### src/rtl/fetch_unit.sv
// Instruction fetch: one outstanding request to imem, result held for decode until taken.
// Latency ack cycle + 1 to instr_valid; decode backpressure holds the instruction, stall only gates new fetches.
module fetch_unit (
  input  logic        clk,
  input  logic        reset,
  input  logic        jump,
  input  logic [15:0] jump_addr,
  input  logic        stall,
  output logic        imem_req,
  output logic [15:0] imem_addr,
  input  logic        imem_ack,
  input  logic [15:0] imem_data,
  output logic [15:0] instr,
  output logic [15:0] instr_pc,
  output logic        instr_valid,
  input  logic        instr_ready,
  output logic [15:0] pc
);

  typedef enum logic [1:0] {IDLE, FETCH, HOLD} state_t;

  state_t      state;
  logic        jump_pend;
  logic [15:0] pc_tgt;

  assign imem_req  = (state == FETCH);
  assign imem_addr = pc;

  always_ff @(posedge clk) begin
    if (reset) begin
      state       <= IDLE;
      pc          <= 16'h0000;
      instr       <= 16'h0000;
      instr_pc    <= 16'h0000;
      instr_valid <= 1'b0;
      jump_pend   <= 1'b0;
      pc_tgt      <= 16'h0000;
    end else begin
      case (state)
        IDLE: begin
          if (jump) pc <= jump_addr;
          if (!stall) state <= FETCH;
        end
        FETCH: begin
          if (imem_ack) begin
            // A redirect seen during the request turns the returned word into a discard.
            if (jump) begin
              pc        <= jump_addr;
              jump_pend <= 1'b0;
            end else if (jump_pend) begin
              pc        <= pc_tgt;
              jump_pend <= 1'b0;
            end else begin
              instr       <= imem_data;
              instr_pc    <= pc;
              pc          <= pc + 16'd1;
              instr_valid <= 1'b1;
              state       <= HOLD;
            end
          end else if (jump) begin
            jump_pend <= 1'b1;
            pc_tgt    <= jump_addr;
          end
        end
        HOLD: begin
          if (jump) begin
            instr_valid <= 1'b0;
            pc          <= jump_addr;
            state       <= FETCH;
          end else if (instr_valid && instr_ready) begin
            instr_valid <= 1'b0;
            state       <= stall ? IDLE : FETCH;
          end
        end
        default: state <= IDLE;
      endcase
    end
  end

endmodule
### config.mk
export PLATFORM = sky130hd
export DESIGN_NAME = fetch_unit
export DESIGN_NICKNAME = d
export VERILOG_FILES = /design/src/rtl/fetch_unit.sv
export SDC_FILE = /design/constraint.sdc
export NUM_CORES = 1
export LEC_CHECK = 0
export BUFFER_PORTS_ARGS = -buffer_cell sky130_fd_sc_hd__buf_2
export CAP_MARGIN = 20
export CORE_ASPECT_RATIO = 1.5
export CORE_MARGIN = 3
export CORE_UTILIZATION = 45
export CTS_CLUSTER_SIZE = 20
export DETAILED_ROUTE_END_ITERATION = 16
export HOLD_SLACK_MARGIN = 0.05
export PLACE_DENSITY = 0.72
export SLEW_MARGIN = 20
export SYNTH_ARGS = -nofsm -noshare
export SYNTH_HDL_FRONTEND = slang
export SYNTH_SLANG_ARGS = --single-unit
### constraint.sdc
create_clock -name clk -period 1.9 [get_ports clk]
set_clock_uncertainty 0.05 [all_clocks]
set_input_delay 0.095 -clock clk [delete_from_list [all_inputs] [get_ports clk]]
set_output_delay 0.095 -clock clk [all_outputs]
set_load 0.01 [all_outputs]
==> summary by stage <==
Outcome
The flow ran to the end, and the final reports show no timing, DRC or antenna violations.

Die
The initial core utilization is a little under half. Measured along the x axis, the die boundary spans 76.5 um. In this run the core area contains 37 standard-cell rows. The vertical die dimension is 112 um.

The floorplan step defined a die boundary enclosing 0.00854 mm^2. The boundary pin count is 104. The floorplan step defined a core boundary enclosing 0.00704 mm^2.

Routing
The detail route stage leaves a number of antenna-violating nets equal to 0. The residual DRC count is 0. The first TritonRoute pass finished after 4 iterations. The routed design uses between 300 and 400 um of met3 wire. After the first detailed-routing iteration, the DRC count stood at 183. In the routed layout, each cell is associated on average with a via count of approximately 5.2. The routed length per placed instance is between 10 and 15 um.

The top layer used by detailed routing is met4. The detailed-routing wirelength on met1 is 3860 um. The routed design has between 9000 and 10000 um of wire. The detailed-route via count is roughly 3.4k. Detailed routing placed a total of 5090 um of wire on met2.

Synth
The dominant cell type by area after synthesis is sky130_fd_sc_hd__dfxtp_1. Synthesis produced 425 cells. Synthesis produced a netlist with a net count of 464. The number of enable-type register cells in the synthesized netlist is 0. The number of distinct library cells after synthesis is between 50 and 60. For this run, the leading register cell type out of synthesis is sky130_fd_sc_hd__dfxtp_1. The share of synthesized registers carrying an async set or reset is 0%. The number of flip-flops and latches in the synthesized netlist is between 60 and 70.

The share of the Yosys chip area taken by registers is 40.6%. The cell area that synthesis handed to floorplanning was 0.00335 mm^2. After synthesis, the cell types taking the most area are sky130_fd_sc_hd__dfxtp_1 41%, sky130_fd_sc_hd__nand2_1 13%, sky130_fd_sc_hd__a21oi_1 10%, sky130_fd_sc_hd__buf_4 3.8%, sky130_fd_sc_hd__buf_2 2.1%. The count of synthesis-stage warnings from yosys is 0. The share of synthesized area in the top cell type comes to 40.6%.

Each instance of the synthesized netlist takes up on average 7.88 um^2.

Power
IR analysis of the VDD net gives a maximum drop of about 0.00050 V. The total power density per cell area is between 700 and 800 mW/mm^2. The analysis attributes to cell leakage a power of 1.86 nW.

GRT
The number of global-route vias before repair is around 3.3k. The total congestion overflow is 0. The first global-routing pass estimated between 15000 and 20000 um of wire. The number of antenna violations at the first check in global routing is 0. Entering global routing, the biggest net connects 34 pins. Global routing used 22.7% of the available tracks.

STA
The total setup violations reported at the end of the flow is 0. The summed negative setup slack over all endpoints is 0 ns. For this run, the top clock speed supported by timing is about 580 MHz. The final count of hold timing violations is 0. Measured against its own limit, the worst slew margin works out to 66.0%. The final critical-path required period is about 1.7 ns. The number of slew-limit violations in the final report was 0. At the pin with the least slew margin, the transition time is 0.509 ns. The post-route clock period utilization is approximately 91%. Setup repair after global routing left no endpoint under its margin.

Critical path
The critical path starts at imem_ack. The number of cells on the worst reg-to-reg path is 5. The number of gates on the worst path with buffers counted is 7.

STA classifies the critical path startpoint as an input pin. The critical path contains buffers and inverters numbering 3 combined. In this design, the largest share of critical-path delay is due to buffers and inverters. The largest individual stage delay along the critical path comes from the cell sky130_fd_sc_hd__dlygate4sd3_1.

The maximum fanout along the worst path is 13. STA classifies the critical path endpoint as a register. At the worst endpoint, the required time is 2.12 ns.

Walking the worst path, the cells encountered are dlygate4sd3_1 -> buf_2 -> and3b_1 -> nor2_2 -> buf_4 -> a21oi_1 -> a211oi_1. The worst reg2reg path startpoint is state[1]. The endpoint arrival time on the critical path is 1.95 ns. By startpoint and endpoint, the worst setup path is classified as input pin to register.

In this design, the stage delay of the slowest critical-path cell is approximately 0.53 ns.

Layout
The post-layout net count is 589. The fraction of final layout cells sized beyond drive strength 1 is 27.3%. Once layout is complete, the utilization of the core stands at 63.0%. The final standard cell count with taps included and fillers excluded is 651. The number of antenna repair diodes is 0. The area growth from synthesis to layout is 32.2%.

Once layout is done, the placed cells without fillers occupy 0.00443 mm^2. The filler cell count is 663.

Place
The sum of net half-perimeters after detailed placement is 6780 um. The count of buffers inserted at the top-level ports is about 100. After detailed placement, the total cell area comes to 0.00390 mm^2. The final estimated routing congestion in global placement is 0.920. Once placement completed, the tool counted placed cells totaling about 600.

Flow run
The max-capacitance violation count is 0.

Clocking
The quantity of hold-fixing buffers added after cts is 34. The maximum clock path buffer count is 2. The tree is rooted in a sky130_fd_sc_hd__clkbuf_8. The total CTS buffers is 9.

The number of clock sinks seen by CTS is slightly below 70. For the worst-skew pair, the clock arrives at the later sink with an insertion delay of 0.35 ns. The post-CTS clock slew at the launch and capture registers of the worst setup and hold paths is 0.07 ns.

Gates resized during post-CTS repair numbered 0. The number of buffers added for setup after CTS is 0. The TritonCTS clock tree is done. The H-tree was split into 3 levels.

Worst hold path
The startpoint identified for the worst hold timing path is jump. The count of cells along the worst hold path is 3. The tightest min-delay check is of the input pin to register type.
per-stage QoR:
stage,total power [mW],setup WS (ns),hold WS (ns)
detailed placement,2.14,0.213,0.293
global placement,2.13,0.268,0.285
floorplan,1.94,0.205,0.181
global route,3.49,0.0334,0.181
CTS,3.36,0.199,0.116
finish,3.35,0.168,0.130
cell type report:
cell class	instances	area, um^2	area share (%)
clock buffer	11	141	3.19
clock inverter	4	50.0	1.13
inverter	4	15.0	0.339
multi-input combinational	302	1660	37.5
sequential	68	1360	30.7
tap	97	121	2.74
timing repair buffer	165	1080	24.3
logic make-up (layout without fill, tap and decap cells):
group                      Yosys count  in the layout  synth area share [%]
AOI/OAI and AO/OA                  117            117                  22.1
buffers and inverters               55            184                  9.75
xor gates and xnor gates             3              3                 0.784
DFF                                 68             68                  40.6
adders and majority gates            1              1                 0.373
muxes                                3              3                 0.896
and+or+nand+nor                    178            178                  25.5
routing by layer:
metal,track usage [%],up-vias
li1,-,1710
met1,25.1,1590
met2,41.6,95
met3,3.88,22
met4,10.8,0
met5,0,-
cells in the mapped netlist (all sizes together) (3+ instances only):
cell     instances
and2             5
nand4            8
nand2b           5
buf             38
nand3            6
dfxtp           68
o311a            3
clkbuf          13
a21oi           70
a21o             3
nand4bb          3
nand2          117
o32ai            3
mux2i            3
and4             3
a211oi           6
nor2             9
inv              4
o311ai           3
o21ai           10
worst register-to-register path: stages, from the launching register on:
cell,delay [ns]
sky130_fd_sc_hd__dfxtp_1,0.38
sky130_fd_sc_hd__and3b_1,0.26
sky130_fd_sc_hd__nor2_2,0.43
sky130_fd_sc_hd__buf_4,0.24
sky130_fd_sc_hd__a21oi_1,0.05
sky130_fd_sc_hd__a211oi_1,0.22
state kept, by name (all words and copies together) (netlist names):
signal / flops
state: 2
imem_addr: 16
pc_tgt: 16
instr_pc: 16
instr: 16
instr_valid: 1
jump_pend: 1
path summary, 6_finish.rpt:
| kind | endpoint | slack [ns] |
|---|---|---|
| worst max-delay path | imem_addr[3] | 0.17 |
| worst min-delay path | jump_pend | 0.13 |
| worst max register to register | imem_addr[3] | 0.18 |
| worst min register to register | instr_pc[8] | 0.40 |
where the power goes:
group,switching (mW),internal (mW),total (mW)
Combinational,0.348,0.288,0.637
Clock,0.547,0.632,1.18
Sequential,0.0481,1.48,1.53
Total,0.944,2.40,3.35
layout by cell type, fill, tap and decap left out, drive strengths merged, types with 5 or more instances in the layout:
master       count
nand3            6
nand4            8
dlygate4sd3     34
and2             5
nand2          117
o21ai           10
a211oi           6
nor2             9
clkbuf          11
dfxtp           68
nand2b           5
a21oi           70
buf            131
No activity file was read; power rests on OpenSTA's default activity.
